`src/rtl/msk_skid_buffer_pkg.sv`:
```
// Shared definitions for the masked skid buffer: occupancy state encoding.
package msk_skid_buffer_pkg;

    typedef enum logic [1:0] {
        StEmpty = 2'd0,
        StOne   = 2'd1,
        StFull  = 2'd2
    } skid_state_e;

    function automatic logic skid_has_word(input skid_state_e s);
        return s != StEmpty;
    endfunction

endpackage

```
`src/rtl/MSKregEn.sv`:
```
// Enable-gated masked register: holds count*d shares, loads share-wise only when en=1.
module MSKregEn #(
    parameter int unsigned count = 1,
    parameter int unsigned d     = 2
) (
    input  logic               clk,
    input  logic               en,
    input  logic [count*d-1:0] in,
    output logic [count*d-1:0] out
);

    logic [count*d-1:0] out_q;

    // No reset: contents are don't-care until qualified by the owner's valid state.
    always_ff @(posedge clk) begin
        if (en) begin
            out_q <= in;
        end
    end

    assign out = out_q;

endmodule

```
`src/rtl/msk_skid_buffer.sv`:
```
// Two-entry skid buffer for masked words; out_data and in_ready come straight from registers.
// Optional synchronous flush port is built only when MSK_SKID_FLUSH_EN is defined.
module msk_skid_buffer
    import msk_skid_buffer_pkg::*;
#(
    parameter int unsigned d     = 2,
    parameter int unsigned count = 1
) (
    input  logic               clk,
    input  logic               rst,
    input  logic               in_valid,
    output logic               in_ready,
    input  logic [count*d-1:0] in_data,
    output logic               out_valid,
    input  logic               out_ready,
`ifdef MSK_SKID_FLUSH_EN
    input  logic               flush,
`endif
    output logic [count*d-1:0] out_data
);

    localparam int unsigned W = count * d;

    skid_state_e    state_q, state_d;
    logic           in_ready_q, in_ready_d;
    logic           in_fire, out_fire;
    logic           main_en, skid_en, main_from_skid;
    logic [W-1:0]   main_in, skid_out;

    assign out_valid = skid_has_word(state_q);
    assign in_ready  = in_ready_q;
    assign in_fire   = in_valid & in_ready_q;
    assign out_fire  = out_valid & out_ready;

    always_comb begin
        state_d        = state_q;
        main_en        = 1'b0;
        skid_en        = 1'b0;
        main_from_skid = 1'b0;
        unique case (state_q)
            StEmpty: begin
                if (in_fire) begin
                    state_d = StOne;
                    main_en = 1'b1;
                end
            end
            StOne: begin
                if (in_fire && out_fire) begin
                    main_en = 1'b1;
                end else if (in_fire) begin
                    state_d = StFull;
                    skid_en = 1'b1;
                end else if (out_fire) begin
                    state_d = StEmpty;
                end
            end
            StFull: begin
                if (out_fire) begin
                    state_d        = StOne;
                    main_en        = 1'b1;
                    main_from_skid = 1'b1;
                end
            end
            default: state_d = StEmpty;
        endcase
`ifdef MSK_SKID_FLUSH_EN
        // Flush wins over a concurrent input fire; the incoming word is dropped.
        if (flush) begin
            state_d = StEmpty;
            main_en = 1'b0;
            skid_en = 1'b0;
        end
`endif
        in_ready_d = (state_d != StFull);
    end

    always_ff @(posedge clk or posedge rst) begin
        if (rst) begin
            state_q    <= StEmpty;
            in_ready_q <= 1'b0;
        end else begin
            state_q    <= state_d;
            in_ready_q <= in_ready_d;
        end
    end

    // Whole-word select between two masked sources; shares are never combined.
    assign main_in = main_from_skid ? skid_out : in_data;

    MSKregEn #(
        .count(count),
        .d    (d)
    ) u_main_reg (
        .clk(clk),
        .en (main_en),
        .in (main_in),
        .out(out_data)
    );

    MSKregEn #(
        .count(count),
        .d    (d)
    ) u_skid_reg (
        .clk(clk),
        .en (skid_en),
        .in (in_data),
        .out(skid_out)
    );

endmodule

```
`config.mk`:
```
export PLATFORM = sky130hd
export DESIGN_NAME = msk_skid_buffer
export DESIGN_NICKNAME = d
export VERILOG_FILES = /design/src/rtl/msk_skid_buffer_pkg.sv /design/src/rtl/MSKregEn.sv /design/src/rtl/msk_skid_buffer.sv
export SDC_FILE = /design/constraint.sdc
export NUM_CORES = 1
export LEC_CHECK = 0
export BUFFER_PORTS_ARGS = -buffer_cell sky130_fd_sc_hd__buf_2
export CORE_AREA = 2 2 39 41
export CTS_CLUSTER_SIZE = 25
export DETAILED_ROUTE_END_ITERATION = 16
export DIE_AREA = 0 0 41 43
export PLACE_DENSITY = 0.5
export SETUP_SLACK_MARGIN = 0.5
export SYNTH_ARGS = -nofsm -noshare
export SYNTH_HDL_FRONTEND = slang
export SYNTH_HIERARCHICAL = 1
export SYNTH_SLANG_ARGS = --single-unit
```
`constraint.sdc`:
```
create_clock -name clk -period 1.5 [get_ports clk]
set_input_delay 0.3 -clock clk [delete_from_list [all_inputs] [get_ports clk]]
set_output_delay 0.3 -clock clk [all_outputs]
set_load 0.01 [all_outputs]
```
==> results.sh, run 1 <==
export IMPL_status="completed"
export IMPL_reg2reg_slack_ps=240
export IMPL_drc_violation_total_after_the_first_tritonroute_iteration=1
export IMPL_grt_pass1_wl_mm=1.14
export IMPL_worst_r2r_startpoint="state_q[1]$_DFF_PP0_"
export IMPL_drive_above_1_share_pct=54.8
export IMPL_crit_path_top_delay_cell="dfrtp_1"
export IMPL_grt_setup_unrepaired="yes"
export IMPL_crit_path_cell_trace="or2_4, buf_6"
export IMPL_power_frac_clock_pct=23.0
export IMPL_hold_path_class="in -> reg"
export IMPL_skew_ps=4.16
export IMPL_grt_util_met1_pct=9.87
export IMPL_starting_density_pct=22.7
export IMPL_fin_nets=49
export IMPL_path_max_fanout=2
export IMPL_floorplan_core_area_um2=1380
export IMPL_combinationalPowerShare_pct=38.7
export IMPL_detailroute_via_count=252
export IMPL_holdWs_ps=242
export IMPL_required_time_reported_for_the_critical_path_endpoint_ps=1200
export IMPL_timing_setup_tns_ps=0
export IMPL_post_drt_via_cell_ratio=4.34
export IMPL_netSwitchingFraction_pct=29.9
export IMPL_cellInternalPower_uw=530
export IMPL_ctsHtreeMaxLevel=1
export IMPL_numCtsBuffers=3
export IMPL_worst_r2r_endpoint="u_main_reg/out[1]$_DFFE_PP_"
export IMPL_antennaDiodeCount=0
export IMPL_crit_path_start_kind="register"
export IMPL_half_perimeter_wire_length_after_detailed_placement_um=523
export IMPL_cp_data_arrival_time_ps=1040
export IMPL_first_global_vias=280
export IMPL_timing_setup_critical_path_class="reg -> out"
export IMPL_avgSynthCellArea_um2=12.6
export IMPL_yosys_top_cell_area_share_pct=38.2
export IMPL_drv_cap=0
export IMPL_seq_power_share_pct=38.2
export IMPL_number_of_placement_rows=14
export IMPL_detail_route_drc_violations=0
export IMPL_io_pins=10
export IMPL_chipHeight_um=43
export IMPL_p_sw_uw=227
export IMPL_grt_start_max_net_pins=7
export IMPL_synth_net_count=31
export IMPL_tightest_pin_transition_ps=133
export IMPL_drtAntennaViolNets=0
export IMPL_drt_first_pass_iters=2
export IMPL_timing_hold_worst_path_depth=1
export IMPL_dieArea_um2=1760
export IMPL_max_slew_margin_pct=90.9
export IMPL_ys_types=14
export IMPL_clk_insertion_delay_late_ps=250
export IMPL_die_x_um=41
export IMPL_globalRouteMet2Util_pct=16.3
export IMPL_synth_seq_cells=7
export IMPL_tritoncts_clock_tree="yes"
export IMPL_max_stage_delay_ps=400
export IMPL_cell_taking_the_most_area_after_synthesis="edfxtp_1"
export IMPL_port_buffers=9
export IMPL_wl_per_cell_um=12.4
export IMPL_synth_seq_area_share_pct=62.2
export IMPL_syn_to_final_growth_pct=46.2
export IMPL_place_congestion=0.640
export IMPL_vdd_ir_drop_max_mv=0.508
export IMPL_power_density_cell_area_nw_per_um2=1650
export IMPL_postRouteWirelength_um=720
export IMPL_clockRootBuffer="clkbuf_4"
export IMPL_busiest_layer="met2"
export IMPL_overall_global_routing_usage_pct=10.1
export IMPL_yosysWarnings=6
export IMPL_cell_count_after_synthesis=25
export IMPL_grt_overflow=0
export IMPL_synth_top_cells_by_area="edfxtp_1 38%, dfrtp_1 24%, mux2_1 7.2%"
export IMPL_antenna_violations_before_repair=0
export IMPL_r2r_cells=3
export IMPL_synthesis_area_um2=314
export IMPL_fin_crit_ps=1340
export IMPL_clockBufferDepth=2
export IMPL_min_period_over_period_pct=89.4
export IMPL_fmaxAchievable_mhz=746
export IMPL_final_slew_violations=0
export IMPL_hold_sp="in_data[0]"
export IMPL_timing_critical_path_to_type="output pin"
export IMPL_grt_use_met3_pct=3.14
export IMPL_clock_sink_count=7
export IMPL_finish_stage_setup_viols=0
export IMPL_p_leak_uw=0.000211
export IMPL_final_fill_count=150
export IMPL_hold_violations=0
export IMPL_hold_path_endpoint="u_skid_reg/out[0]$_DFFE_PP_"
export IMPL_path_clk_slew_ps=50
==> worst max-delay path by stage <==
| stage | to | cells after the start | startpoint |
|---|---|---|---|
| 2_1_floorplan | u_main_reg/out[0]$_DFFE_PP_ | 3 | state_q[1]$_DFF_PP0_ |
| 3_3_place_gp | u_main_reg/out[0]$_DFFE_PP_ | 3 | state_q[1]$_DFF_PP0_ |
| 3_5_place_dp | u_main_reg/out[1]$_DFFE_PP_ | 2 | state_q[0]$_DFF_PP0_ |
| 4_1_cts | out_valid | 2 | state_q[0]$_DFF_PP0_ |
| 5_1_grt | out_valid | 2 | state_q[1]$_DFF_PP0_ |
| 6_report | out_valid | 2 | state_q[1]$_DFF_PP0_ |
==> registers in the layout (all words and copies together), names as in the netlist <==
signal,flops
in_ready,1
u_main_reg/out,2
state_q,2
u_skid_reg/out,2
==> layout make-up <==
| cell class | count | area [um^2] | share of cell area [%] |
|---|---|---|---|
| well taps | 16 | 20.0 | 4.36 |
| repair buffers | 13 | 83.8 | 18.3 |
| inverters | 2 | 7.51 | 1.63 |
| clock buffers | 4 | 26.3 | 5.72 |
| multi-input cells | 16 | 126 | 27.5 |
| flip-flops and latches | 7 | 195 | 42.5 |
==> kinds of logic after synthesis <==
logic type / count (synthesis) / synth area share, %
flip-flops: 7 / 62.2
AND/OR/NAND/NOR: 9 / 17.1
multiplexers: 3 / 10.4
buffers and inverters: 2 / 2.39
AO/OA/AOI/OAI: 4 / 7.96
==> power groups by stage <==
stage	Sequential [uW]	Combinational [uW]	Clock (uW)
floorplan	298	123	0
global placement	289	188	0
detailed placement	299	196	0
CTS	289	266	178
global route	295	321	191
finish	289	293	174
==> synth_stat cells <==
cell and number:
dfrtp_1 3, inv_1 2, o21a_1 2, mux2i_1 1
o21ai_1 1, nand2_1 4, mux2_1 2, and3b_1 1
or2_1 1, edfxtp_1 4, nor2b_1 1, o21ai_0 1
nand2b_1 1, nand3b_2 1
==> worst max-delay path: cells and delay by family, from the launching register on <==
kind / cells / cell delay, ps
buf+inv: 1 / 120
simple gates: 1 / 270
flops: 1 / 400
==> cell usage in the layout, fill, tap and decap left out <==
| master | count |
|---|---|
| buf_6 | 1 |
| clkbuf_4 | 3 |
| nand2_1 | 2 |
| inv_1 | 1 |
| dfrtp_1 | 3 |
| o21ai_2 | 1 |
| nand2_2 | 2 |
| or2_4 | 1 |
| o21ai_1 | 1 |
| buf_4 | 3 |
| nor2b_2 | 1 |
| mux2_1 | 2 |
| nand3b_2 | 1 |
| buf_2 | 8 |
| o21a_1 | 2 |
| clkbuf_1 | 1 |
| inv_2 | 1 |
| and3b_2 | 1 |
| mux2i_1 | 1 |
| nand2b_1 | 1 |
| edfxtp_1 | 4 |
| dlygate4sd3_1 | 1 |
==> through the flow <==
stage,instances,total power [uW],instance area (um^2),setup slack (ps),util (%)
5_1_grt,58,807,459,142,33.2
3_5_place_dp,50,495,382,241,27.6
4_1_cts,57,733,444,170,32.1
3_3_place_gp,50,477,382,290,27.6
2_1_floorplan,25,421,317,300,-
6_report,58,757,459,159,33.2
==> routing by layer <==
layer / vias up / routed length, um
met5: - / 0
met1: 116 / 266
li1: 122 / -
met4: 0 / 14
met2: 12 / 382
met3: 2 / 57
==> timing repair <==
action	in CTS	in global routing
endpoints found under the hold margin	3	0
pin swaps	1	0
resized for setup	4	4
hold buffers	1	0
cloned	0	0
endpoints found under the setup margin	10	13
setup buffers	2	1
Note: power is estimated with default switching activity, not from simulation.
==> run 2, diff against run 1 <==
--- a/config.mk
+++ b/config.mk
@@ -7,10 +7,10 @@
 export LEC_CHECK = 0
 export BUFFER_PORTS_ARGS = -buffer_cell sky130_fd_sc_hd__buf_2
 export CORE_AREA = 2 2 39 41
+export CTS_BUF_LIST = sky130_fd_sc_hd__clkbuf_16
 export CTS_CLUSTER_SIZE = 25
 export DETAILED_ROUTE_END_ITERATION = 16
 export DIE_AREA = 0 0 41 43
-export PLACE_DENSITY = 0.5
 export SETUP_SLACK_MARGIN = 0.5
 export SYNTH_ARGS = -nofsm -noshare
 export SYNTH_HDL_FRONTEND = slang
==> results.sh, run 2 (synthesized netlist as in run 1, its figures left out) <==
export IMPL_status="completed"
export IMPL_fin_nets=47
export IMPL_most_common_layout_cells="8 x buf_2, 4 x edfxtp_1, 3 x clkbuf_16, 3 x dfrtp_1"
export IMPL_grt_pass1_wl_um=945
export IMPL_number_of_placement_rows=14
export IMPL_grt_overflow=0
export IMPL_clk_insertion_delay_late_ps=230
export IMPL_path_clk_slew_ps=40
export IMPL_drtAntennaViolNets=0
export IMPL_fin_crit_ps=1280
export IMPL_first_global_vias=231
export IMPL_power_density_cell_area_nw_per_um2=1950
export IMPL_final_cell_area_um2=515
export IMPL_cp_data_arrival_time_ps=980
export IMPL_postRouteWirelength_um=600
export IMPL_chipHeight_um=43
export IMPL_io_pins=10
export IMPL_final_slew_violations=0
export IMPL_met2_length_um=214
export IMPL_drc_violation_total_after_the_first_tritonroute_iteration=3
export IMPL_wl_met1_um=253
export IMPL_tritoncts_clock_tree="yes"
export IMPL_met3RoutedLength_um=98
export IMPL_dieArea_um2=1760
export IMPL_starting_density_pct=22.7
export IMPL_max_slew_margin_pct=81.1
export IMPL_fmaxAchievable_mhz=782
export IMPL_timing_setup_critical_path_class="reg -> out"
export IMPL_cp_bufs_invs=1
export IMPL_skew_ps=2.03
export IMPL_half_perimeter_wire_length_after_detailed_placement_um=425
export IMPL_finish_stage_setup_viols=0
export IMPL_vdd_ir_drop_max_mv=1.04
export IMPL_hold_violations=0
export IMPL_layout_commonest_cell="buf_2"
export IMPL_tightest_pin_transition_ps=283
export IMPL_max_stage_delay_ps=380
export IMPL_wl_per_cell_um=10.7
export IMPL_crit_path_start_kind="register"
export IMPL_grt_start_max_net_pins=7
export IMPL_drv_cap=0
export IMPL_port_buffers=9
export IMPL_clockBufferDepth=2
export IMPL_syn_to_final_growth_pct=64.1
export IMPL_crit_path_top_delay_cell="dfrtp_1"
export IMPL_timing_critical_path_to_type="output pin"
export IMPL_detail_route_drc_violations=0
export IMPL_floorplan_core_area_um2=1380
export IMPL_grt_setup_unrepaired="yes"
export IMPL_drt_first_pass_iters=2
export IMPL_hold_path_class="in -> reg"
export IMPL_place_congestion=0.773
export IMPL_min_period_over_period_pct=85.2
export IMPL_postPlaceCellArea_um2=382
export IMPL_drive_above_1_share_pct=55.0
export IMPL_ctsHtreeMaxLevel=1
export IMPL_die_x_um=41
export IMPL_antenna_violations_before_repair=0
export IMPL_crit_path_cell_trace="or2_4, buf_6"
export IMPL_clockRootBuffer="clkbuf_16"
export IMPL_post_drt_via_cell_ratio=4.39
export IMPL_numCtsBuffers=3
export IMPL_clock_sink_count=7
export IMPL_required_time_reported_for_the_critical_path_endpoint_ps=1200
export IMPL_path_max_fanout=4
export IMPL_antennaDiodeCount=0
export IMPL_overall_global_routing_usage_pct=9.94
export IMPL_final_fill_count=131
export IMPL_top_layer_used="met4"
export IMPL_critPathTopFamily="flip-flops"
export IMPL_p_leak_uw=0.000259
export IMPL_timing_setup_tns_ps=0
export IMPL_detailroute_via_count=246
## run 2: cell types whose count changed in the layout (fill, tap and decap cells not counted), sizes merged
cell and delta:
clkbuf -1, inv +1, buf -2
## run 2: metal layers
layer  GRT usage, %  vias up
li1               -      117
met1           8.97      112
met2           10.6       13
met3           9.95        4
met4           12.0        0
met5              0        -
## run 2: worst paths after layout
| kind | startpoint | slack [ps] | to | depth (start not counted) |
|---|---|---|---|---|
| worst max-delay path | state_q[0]$_DFF_PP0_ | 220 | out_valid | 2 |
| worst min-delay path | in_data[0] | 260 | u_skid_reg/out[0]$_DFFE_PP_ | 1 |
| worst max register to register | state_q[1]$_DFF_PP0_ | 280 | u_main_reg/out[0]$_DFFE_PP_ | 4 |
| worst min register to register | u_skid_reg/out[0]$_DFFE_PP_ | 570 | u_main_reg/out[0]$_DFFE_PP_ | 1 |
| max in group asynchronous | rst | 900 | state_q[1]$_DFF_PP0_ | 3 |
| min in group asynchronous | rst | 480 | in_ready$_DFF_PP0_ | 3 |
## run 2: report_power, final
group / leakage [uW] / switching (uW) / internal [uW]
clock: 0.0000423 / 101 / 347
combinational: 0.000144 / 124 / 148
sequential: 0.0000722 / 22.1 / 261
total: 0.000259 / 247 / 756
## run 2: final cells by class
type                    count  area [um^2]  share of cell area [%]
repair buffers             11         68.8                    13.3
well taps                  16         20.0                    3.88
flip-flops and latches      7          195                    37.9
multi-input cells          16          145                    28.2
clock inverters             1         3.75                   0.728
inverters                   2         7.51                    1.46
clock buffers               3         75.1                    14.6
## run 2: per-stage QoR
step	cells	power [uW]	setup slack, ps	utilization [%]	hold WS (ps)
after detailed placement	50	485	278	27.6	172
after global placement	50	485	274	27.6	168
final	56	1000	222	37.3	257
after global routing	56	1060	198	37.3	257
after floorplan	25	421	300	-	53.6
after CTS	56	986	221	35.4	251
## run 2: what timing repair did
action / CTS / global route
setup endpoints to repair: 11 / 13
endpoints found under the hold margin: 3 / 0
hold buffers: 1 / 0
resized for setup: 4 / 7
buffers inserted: 1 / 0
pin swaps: 1 / 0
